[src/rtl/mem_port_arbiter.sv]
// Shares one memory port between an instruction-fetch port and a data port (data first).
// Define ARB_FAIRNESS_EN to force a fetch grant after STARVE_MAX back-to-back data grants.
//
// state   | meaning
// IDLE    | no transaction; grants a waiting port unless a valid is pulsing this cycle
// IF_BUSY | fetch presented on mem_*, waiting for mem_ready
// D_BUSY  | load/store presented on mem_*, waiting for mem_ready
module mem_port_arbiter #(
  parameter int ADDR_W     = 32,
  parameter int DATA_W     = 32,
  parameter int STARVE_MAX = 4
) (
  input  logic                clk,
  input  logic                rst,
  input  logic                if_req,
  input  logic [ADDR_W-1:0]   if_addr,
  output logic [DATA_W-1:0]   if_rdata,
  output logic                if_valid,
  input  logic                d_req,
  input  logic                d_we,
  input  logic [DATA_W/8-1:0] d_be,
  input  logic [ADDR_W-1:0]   d_addr,
  input  logic [DATA_W-1:0]   d_wdata,
  output logic [DATA_W-1:0]   d_rdata,
  output logic                d_valid,
  output logic                mem_req,
  output logic                mem_we,
  output logic [DATA_W/8-1:0] mem_be,
  output logic [ADDR_W-1:0]   mem_addr,
  output logic [DATA_W-1:0]   mem_wdata,
  input  logic                mem_ready,
  input  logic [DATA_W-1:0]   mem_rdata,
  output logic                stall
);

  localparam int BE_W = DATA_W / 8;

  typedef enum logic [1:0] {
    IDLE    = 2'd0,
    IF_BUSY = 2'd1,
    D_BUSY  = 2'd2
  } state_t;

  if (STARVE_MAX < 1 || STARVE_MAX > 15) begin : g_bad_starve_max
    $error("mem_port_arbiter: STARVE_MAX must be in 1..15");
  end

  state_t            state_q, state_d;
  logic              mem_req_q, mem_req_d;
  logic              mem_we_q, mem_we_d;
  logic [BE_W-1:0]   mem_be_q, mem_be_d;
  logic [ADDR_W-1:0] mem_addr_q, mem_addr_d;
  logic [DATA_W-1:0] mem_wdata_q, mem_wdata_d;
  logic              if_valid_q, if_valid_d;
  logic              d_valid_q, d_valid_d;
  logic [DATA_W-1:0] if_rdata_q, if_rdata_d;
  logic [DATA_W-1:0] d_rdata_q, d_rdata_d;

  logic grant_ok, grant_data, grant_fetch, force_fetch;

  // A valid pulse means the core still holds the old request this cycle; never re-grant on it.
  assign grant_ok    = (state_q == IDLE) && !if_valid_q && !d_valid_q;
  assign grant_data  = grant_ok && d_req && !force_fetch;
  assign grant_fetch = grant_ok && if_req && !grant_data;

`ifdef ARB_FAIRNESS_EN
  localparam logic [3:0] STARVE_LIM = 4'(STARVE_MAX);

  logic [3:0] starve_q, starve_d;

  assign force_fetch = if_req && (starve_q >= STARVE_LIM);

  always_comb begin
    starve_d = starve_q;
    if (grant_fetch) begin
      starve_d = '0;
    end else if (grant_data && if_req && (starve_q != 4'hF)) begin
      starve_d = starve_q + 4'd1;
    end
  end

  always_ff @(posedge clk) begin
    if (rst) begin
      starve_q <= '0;
    end else begin
      starve_q <= starve_d;
    end
  end
`else
  assign force_fetch = 1'b0;
`endif

  always_comb begin
    state_d     = state_q;
    mem_req_d   = mem_req_q;
    mem_we_d    = mem_we_q;
    mem_be_d    = mem_be_q;
    mem_addr_d  = mem_addr_q;
    mem_wdata_d = mem_wdata_q;
    if_valid_d  = 1'b0;
    d_valid_d   = 1'b0;
    if_rdata_d  = if_rdata_q;
    d_rdata_d   = d_rdata_q;

    unique case (state_q)
      IDLE: begin
        if (grant_data) begin
          state_d     = D_BUSY;
          mem_req_d   = 1'b1;
          mem_we_d    = d_we;
          mem_be_d    = d_be;
          mem_addr_d  = d_addr;
          mem_wdata_d = d_wdata;
        end else if (grant_fetch) begin
          state_d    = IF_BUSY;
          mem_req_d  = 1'b1;
          mem_we_d   = 1'b0;
          mem_be_d   = '1;
          mem_addr_d = if_addr;
        end
      end
      IF_BUSY: begin
        if (mem_ready) begin
          state_d    = IDLE;
          mem_req_d  = 1'b0;
          mem_we_d   = 1'b0;
          if_valid_d = 1'b1;
          if_rdata_d = mem_rdata;
        end
      end
      D_BUSY: begin
        if (mem_ready) begin
          state_d   = IDLE;
          mem_req_d = 1'b0;
          mem_we_d  = 1'b0;
          d_valid_d = 1'b1;
          // Stores leave the last load result visible to the core.
          if (!mem_we_q) begin
            d_rdata_d = mem_rdata;
          end
        end
      end
      default: begin
        state_d   = IDLE;
        mem_req_d = 1'b0;
        mem_we_d  = 1'b0;
      end
    endcase
  end

  always_ff @(posedge clk) begin
    if (rst) begin
      state_q     <= IDLE;
      mem_req_q   <= 1'b0;
      mem_we_q    <= 1'b0;
      mem_be_q    <= '0;
      mem_addr_q  <= '0;
      mem_wdata_q <= '0;
      if_valid_q  <= 1'b0;
      d_valid_q   <= 1'b0;
      if_rdata_q  <= '0;
      d_rdata_q   <= '0;
    end else begin
      state_q     <= state_d;
      mem_req_q   <= mem_req_d;
      mem_we_q    <= mem_we_d;
      mem_be_q    <= mem_be_d;
      mem_addr_q  <= mem_addr_d;
      mem_wdata_q <= mem_wdata_d;
      if_valid_q  <= if_valid_d;
      d_valid_q   <= d_valid_d;
      if_rdata_q  <= if_rdata_d;
      d_rdata_q   <= d_rdata_d;
    end
  end

  assign mem_req   = mem_req_q;
  assign mem_we    = mem_we_q;
  assign mem_be    = mem_be_q;
  assign mem_addr  = mem_addr_q;
  assign mem_wdata = mem_wdata_q;
  assign if_valid  = if_valid_q;
  assign d_valid   = d_valid_q;
  assign if_rdata  = if_rdata_q;
  assign d_rdata   = d_rdata_q;

  assign stall = (if_req && !if_valid_q) || (d_req && !d_valid_q);

endmodule

[config.mk]
export PLATFORM = sky130hd
export DESIGN_NAME = mem_port_arbiter
export DESIGN_NICKNAME = d
export VERILOG_FILES = /design/src/rtl/mem_port_arbiter.sv
export SDC_FILE = /design/constraint.sdc
export NUM_CORES = 1
export LEC_CHECK = 0
export CELL_PAD_IN_SITES_DETAIL_PLACEMENT = 0
export CELL_PAD_IN_SITES_GLOBAL_PLACEMENT = 2
export CORE_UTILIZATION = 19
export DETAILED_ROUTE_END_ITERATION = 6
export PLACE_DENSITY = 0.86
export SETUP_SLACK_MARGIN = 0.1
export SLEW_MARGIN = 20
export SYNTH_ARGS = -nofsm -noshare
export SYNTH_HDL_FRONTEND = slang
export SYNTH_SLANG_ARGS = --single-unit
export TNS_END_PERCENT = 30
[constraint.sdc]
create_clock -name clk -period 1.5 [get_ports clk]
set_input_delay 0.45 -clock clk [delete_from_list [all_inputs] [get_ports clk]]
set_output_delay 0.45 -clock clk [all_outputs]
set_load 0.02 [all_outputs]
After elaboration in Yosys (flattened, before gate mapping):

Index checks and enable logic that the tools add are counted.

* output and inout port bits: 137
* register bits after elaboration: 138
* bits of input ports: 138
* word-level logic and storage cells: 54

* eq/ne operators: 4
* multiplexer cells: 16
* reduce and logical (&&, ||, !) cells: 21
* bitwise operators: 3

Operator list (count)
* two-way mux 32 bit: 2
* two-way mux 4 bit: 2
* AND reduction 2 bit: 4
* logical AND 1 bit: 7
* two-way mux 1 bit: 6
* two-way mux 2 bit: 3
* OR reduction 2 bit: 3
* case mux 1 bit (2 select lines): 2
* case mux 2 bit (2 select lines): 1
* zero test 1 bit: 3
* != test 3 bit (second input constant): 1
* NOT 1 bit: 3
* AND reduction 3 bit: 1
* == test 2 x 1 -> 1 bit (second input constant): 1
* == test 2 bit (second input constant): 1
* zero test 2 bit: 1
* != test 2 x 1 -> 1 bit (second input constant): 1
* nonzero test 2 bit: 1
* logical OR 1 bit: 1

Depth between registers and ports, before layout:

Gate-level depths: netlist of the first run.

* depth in word-level cells: 9
* gate-level depth with buffers: 7
* gate-level depth less buffers: 6

Least setup slack after synthesis of the first run:

Ideal clock, no wire load.

* path type: reg-to-reg
* from: register state_q[0]
* to: register mem_addr_q[22], in the netlist mem_addr[22]
* cell stages (with the launch flop): 8
* library setup time: 89 ps
* data arrival time: 1355 ps
* setup slack: 56 ps
* required time: 1411 ps
* path buffers: 3
* period minus slack after synthesis: 1444 ps
* cell sequence: dfxtp_1 -> inv_1 -> ha_1 -> o211a_1 -> buf_2 -> buf_4 -> buf_4 -> a311oi_2

* cells in the longest elaborated chain, start to end: 8
* elaborated cells on any way between the ends: 10
* classes of those cells: mux: 1; reduce/logical: 9

Ends and longest elaborated chain
* start, declared: line 48 `state_t state_q, state_d;`
* start signal, assigned: line 164 `state_q <= state_d;`
* zero test 2 bit (*): line 62, 105
* logical AND 1 bit (2 in a row): line 62 `assign grant_ok = (state_q == IDLE) && !if_valid_q && !d_valid_q;`
* logical AND 1 bit: line 63 `assign grant_data = grant_ok && d_req && !force_fetch;`
* zero test 1 bit: line 64 `assign grant_fetch = grant_ok && if_req && !grant_data;`
* logical AND 1 bit: line 64
* nonzero test 2 bit (no line)
* AND reduction 2 bit (no line)
* end signal, assigned: line 168 `mem_addr_q <= mem_addr_d;`
* end, declared: line 52 `logic [ADDR_W-1:0] mem_addr_q, mem_addr_d;`

Every way passes the cells marked *; elsewhere a longest branch is shown, timed or not.
A chain may end at the register's enable or synchronous reset.

Worst setup path in the final report of the first run:

* from: register if_valid_q, in the netlist if_valid
* to: output stall

* cells in the longest elaborated chain, start to end: 3

Ends and longest elaborated chain
* start, declared: line 54 `logic if_valid_q, if_valid_d;`
* start signal, assigned: line 170 `if_valid_q <= if_valid_d;`
* zero test 1 bit: line 187 `assign stall = (if_req && !if_valid_q) || (d_req && !d_valid_q);`
* logical AND 1 bit: line 187
* logical OR 1 bit: line 187
* end, declared: line 33 `output logic stall`

Every way passes these cells.

==> results of run 1 <==
## power by group
group          leakage [nW]  switching [mW]  internal [mW]
Clock                 0.288            1.74           2.64
Combinational          2.73            4.06           3.50
Sequential             1.14           0.426           4.43
## sequential cells by signal (all words and copies together) (netlist names)
signal and count:
d_rdata 32, if_rdata 32, mem_addr 32, mem_wdata 32, mem_be 4, state_q 2
d_valid 1, if_valid 1, mem_req 1, mem_we 1
## worst reg2reg max path: cells and delay by family (launching register included)
kind	cells	cell delay, ps
AOI/OAI and AO/OA	1	240
buffers and inverters	2	330
DFF	1	340
and+or+nand+nor	3	530
## kinds of logic after synthesis
logic type               after synthesis  share of synthesized area, %
buffers and inverters                 56                          5.26
AND/OR/NAND/NOR                      316                          23.8
AO/OA/AOI/OAI                        137                          17.6
flip-flops                           138                          52.6
adder cells (fa/ha/maj)                3                         0.714
## layout make-up
| type | count | area [um2] | share of cell area (%) |
|---|---|---|---|
| timing repair buffer | 328 | 3250 | 32.0 |
| multi-input combinational | 456 | 3050 | 30.0 |
| sequential | 138 | 2810 | 27.6 |
| clock buffer | 19 | 433 | 4.27 |
| tap | 341 | 427 | 4.20 |
| clock inverter | 13 | 168 | 1.65 |
| inverter | 5 | 18.8 | 0.185 |
| antenna | 1 | 2.50 | 0.0247 |
## placed cells by master, fill, tap and decap left out, drive strengths merged
master           n
a21oi           98
a311oi          32
and2             1
and3             1
buf            179
bufinv           3
clkbuf          32
clkdlybuf4s50  133
clkinv           5
clkinvlp         2
dfxtp          138
diode            1
dlygate4sd2      2
dlymetal6s2s     1
ha               3
inv              8
nand2          259
nand2b           2
nand3            2
nand4b           1
nor2            44
nor2b            1
nor3             4
o211a            1
o21ai            2
o22ai            1
o31ai            2
o32ai            1
or3              1
## worst paths after layout
path,start,end,slack (ps),cells after the start
setup / recovery,if_valid$_SDFF_PP0_,stall,-4,2
hold / removal,rst,if_rdata[4]$_SDFFE_PP0P_,420,2
setup reg to reg,d_valid$_SDFF_PP0_,mem_addr[25]$_SDFFE_PP0P_,-4,6
hold reg to reg,d_rdata[19]$_SDFFE_PP0P_,d_rdata[19]$_SDFFE_PP0P_,450,2
## metal layers
layer / global-route usage (%) / vias up / routed length [um]
li1: - / 2751 / -
met1: 15.9 / 2605 / 9420
met2: 22.8 / 144 / 10800
met3: 4.09 / 21 / 1100
met4: 4.47 / 0 / 414
met5: 0 / - / 0
## repair_timing
action | CTS | global route
buffers inserted | 0 | 6
gates cloned | 0 | 16
setup endpoints to repair | 209 | 247
gates resized for setup | 583 | 362
pin swaps | 2 | 104
==> results_dict.tcl, run 1 <==
set metrics [dict create \
    dieArea_um2 28300 \
    crit_path_end_kind "output pin" \
    finalHoldViolCount 0 \
    drtIter0Drc 192 \
    dp_cells 1246 \
    violations "negative setup slack" \
    drc_errors 0 \
    cp.buffers_inverters 1 \
    critPathMaxStageDelay_ps 360 \
    cts_buffers 17 \
    critPathTopFamily "flip-flops" \
    synth_area_um2 5260 \
    routabilityCongestion 0.744 \
    worst_slew_pin_slew_ps 407 \
    setup_viol 1 \
    async_flop_share_pct 0 \
    synth_top_area_share_pct 52.6 \
    num-fill-cells 2809 \
    die-width_um 168 \
    drive_above_1_share_pct 47.2 \
    maxClockFrequency_mhz 665 \
    nets 1087 \
    synth-edff-count 0 \
    portBuffers 274 \
    final-instance-count-excl-fill 1301 \
    cts_sinks 138 \
    grt_pass1_wl_um 29300 \
    setup_slack_ps -3.54 \
    synth.area.top_cells "dfxtp_1 (53%), nand2_1 (18%), a21oi_1 (9.3%)" \
    period_needed_ps 1500 \
    maxSlewViolCount 0 \
    postCtsHoldBufs 0 \
    p_leak_nw 4.16 \
    dpl.hpwl_um 13400 \
    row_count 60 \
    routed_wl_um 21700 \
    grt-ovfl-total 0 \
    stdcell_area_um2 10100 \
    status "finished, violations left" \
    synth_top_area_cell "dfxtp_1" \
    clk_latency_ps 420 \
    grt_usage_pct 13.4 \
    critPathRequiredTime_ps 1050 \
    wl_per_cell_um 16.7 \
    antenna_found_initial 1 \
    place_area_um2 8570 \
    period_share_pct 100 \
    clkTransAtPathRegs_ps 60 \
    peakVddDrop_v 0.000547 \
    pre_cts_slack_ps -666 \
    io_pins 275 \
    syn_to_final_growth_pct 93.1 \
    coreArea_um2 27000 \
    die_h_um 168 \
    vias_per_cell 4.24 \
    synth_seq_cells 138 \
    cts_htree_levels 4 \
    worstPathArrival_ps 1050 \
    cts-root-buf "clkbuf_16" \
    fin_worst_skew_ps 10.1 \
    critPathKind "flip-flop to output pin" \
    cts_tree "yes" \
    ant_nets 0 \
    via_count 5521 \
    yosys_warnings 0 \
    worst-path-max-fanout 3 \
    finalSetupTns_ps -3.54 \
    p_per_area_nw_per_um2 1660 \
    grt_start_max_net_pins 64 \
    max_slew_margin_pct 72.9 \
    ys_types 30 \
    grt_pass1_vias 5239 \
    ys_seq_area_share_pct 52.6 \
    cpMaxStageDelayCell "dfxtp_4" \
    synth_ff_type "dfxtp_1" \
    finalPower_mw 16.8 \
    syn_inst 650 \
    initial_utilization_pct 19.4 \
    path_cells "o22ai_2 -> buf_6" \
    min_path_type "input port to flip-flop" \
    avgSynthCellArea_um2 8.08 \
    cap_violations 0 \
    syn_nets 791 \
    cts.path.max_buffers 2 \
    dr.pass1.iters 4 \
    startpoint_type "flip-flop" \
    synth.most_common_cell "nand2_1" \
    synth_common_cells "nand2_1 (249), dfxtp_1 (138), a21oi_1 (98)" \
    holdWs_ps 416 \
    final_util_pct 37.6 \
    rsz0062_at_grt "yes" \
]
No activity file was read; power rests on OpenSTA's default activity.
==> inputs of run 2 (changes only) <==
Settings changed: CORE_MARGIN set to 2.
==> run 2 against run 1 <==
Effect of this change:
- the flow still finishes with violations (negative setup slack)
- total power is 4.6% lower
- sequential power is 1% lower
- routed wire length is 4.8% lower
- final area is 5.1% lower
- hold slack worse by 65 ps
- global-route usage is 0.055 points lower
- maximum frequency hardly changed
- via count is 1.7% lower
- clock power is 4% higher
- critical path type unchanged
- largest cell class unchanged
- largest power group unchanged
==> results_dict.tcl, run 2 (same netlist as run 1, synthesis figures left out) <==
set metrics [dict create \
    status "finished, violations left" \
    violations "negative setup slack" \
    r2r_cells 7 \
    grt-ovfl-total 0 \
    portBuffers 274 \
    worst_slew_pin_slew_ps 282 \
    cts_tree "yes" \
    drtIter0Drc 191 \
    final_util_pct 35.6 \
    cpMaxStageDelayCell "dfxtp_4" \
    drive_above_1_share_pct 36.5 \
    cp.buffers_inverters 1 \
    critPathTopFamily "flip-flops" \
    grt_start_max_net_pins 45 \
    postCtsHoldBufs 0 \
    clk_latency_ps 410 \
    stdcell_area_um2 9630 \
    grt_pass1_wl_um 30000 \
    routabilityCongestion 0.752 \
    p_leak_nw 3.90 \
    cts_htree_levels 4 \
    period_share_pct 100 \
    io_pins 275 \
    min_from "rst" \
    reg2reg_slack_ps 10 \
    maxClockFrequency_mhz 664 \
    drc_errors 0 \
    cts.path.max_buffers 2 \
    p_per_area_nw_per_um2 1670 \
    max_slew_margin_pct 81.2 \
    ant_nets 0 \
    clkTransAtPathRegs_ps 60 \
    syn_to_final_growth_pct 83.2 \
    worst-path-max-fanout 3 \
    finalPower_mw 16.0 \
    path_cells "o22ai_2 -> buf_6" \
    via_count 5429 \
    vias_per_cell 4.19 \
    crit_path_end_kind "output pin" \
    finalHoldViolCount 0 \
    layout_common_cells "nand2_1 (213), clkdlybuf4s50_1 (134), buf_4 (120)" \
    dpl.hpwl_um 13400 \
    critPathRequiredTime_ps 1050 \
    rsz0062_at_grt "yes" \
    critPathMaxStageDelay_ps 360 \
    row_count 60 \
    wl_per_cell_um 15.9 \
    startpoint_type "flip-flop" \
    antenna_found_initial 0 \
    min_path_type "input port to flip-flop" \
    cts_buffers 17 \
    min_to "mem_req$_SDFFE_PP0P_" \
    rr_startpoint "state_q[0]$_SDFFE_PP0P_" \
    setup_slack_ps -4.92 \
    die_h_um 170 \
    reg2reg_to "mem_wdata[1]$_SDFFE_PP0P_" \
    fin_worst_skew_ps 5.81 \
    period_needed_ps 1500 \
    coreArea_um2 27000 \
    crit_start "if_valid$_SDFF_PP0_" \
    hold_depth 2 \
    grt_pass1_vias 5250 \
    diodes 0 \
    critPathKind "flip-flop to output pin" \
    grt_usage_pct 13.3 \
    setup_viol 1 \
    final_common_cell "nand2_1" \
    dr.pass1.iters 6 \
    cts_sinks 138 \
    maxSlewViolCount 0 \
    dieArea_um2 29000 \
    initial_utilization_pct 19.4 \
    cts-root-buf "clkbuf_16" \
    die-width_um 170 \
    cap_violations 0 \
    peakVddDrop_v 0.000598 \
    routed_wl_um 20700 \
    place_area_um2 8670 \
    nets 1084 \
    pre_cts_slack_ps -694 \
    worstPathArrival_ps 1050 \
]
-- run 2: where the power goes --
| part | switching (mW) | total [mW] | internal, mW |
|---|---|---|---|
| registers | 0.378 | 4.80 | 4.42 |
| clock network | 1.68 | 4.56 | 2.88 |
| logic | 3.64 | 6.68 | 3.04 |
| total | 5.71 | 16.0 | 10.3 |
-- run 2: metal layers --
layer / share of wire (%) / track usage [%]
met5: 0 / 0
met4: 1.6 / 4.01
met3: 4.6 / 3.77
met2: 49 / 22.7
met1: 45 / 16.3
-- run 2: what timing repair did --
action	4_1_cts	5_1_grt
gates resized for setup	629	199
cloned	1	5
pin swaps	45	37
endpoints found under the setup margin	200	232
setup buffers	0	7
-- run 2: how the worst max path moves through the flow --
stage                                     end  slack, ps  depth (start not counted)
detailed placement                      stall       -690                          4
global route                            stall        -50                          2
CTS                                     stall        -30                          2
global placement                        stall       -680                          4
finish                                  stall         -5                          2
floorplan           mem_addr[25]$_SDFFE_PP0P_        110                          7
-- run 2: worst register-to-register path, delay by kind of cell, from the launching register on --
family / cells / cell delay [ps]
buffers and inverters: 3 / 480
AOI/OAI and AO/OA: 1 / 100
adders and majority gates: 1 / 170
DFF: 1 / 320
and+or+nand+nor: 2 / 370
-- run 2: cell type report --
| type | count | area (um2) |
|---|---|---|
| clock buffer | 21 | 460 |
| clock inverter | 10 | 166 |
| fill | 2855 | 17400 |
| inverter | 5 | 18.8 |
| multi-input combinational | 456 | 2630 |
| sequential | 138 | 2790 |
| tap | 341 | 427 |
| timing repair buffer | 325 | 3130 |
-- run 2: stage by stage --
| step | std cells | TNS [ps] | hold slack, ps |
|---|---|---|---|
| finish | 1296 | -4.92 | 351 |
| global placement | 1252 | -44270 | 441 |
| CTS | 1284 | -32.7 | 319 |
| detailed placement | 1252 | -44500 | 446 |
| global route | 1296 | -1260 | 334 |
| floorplan | 650 | 0 | 495 |
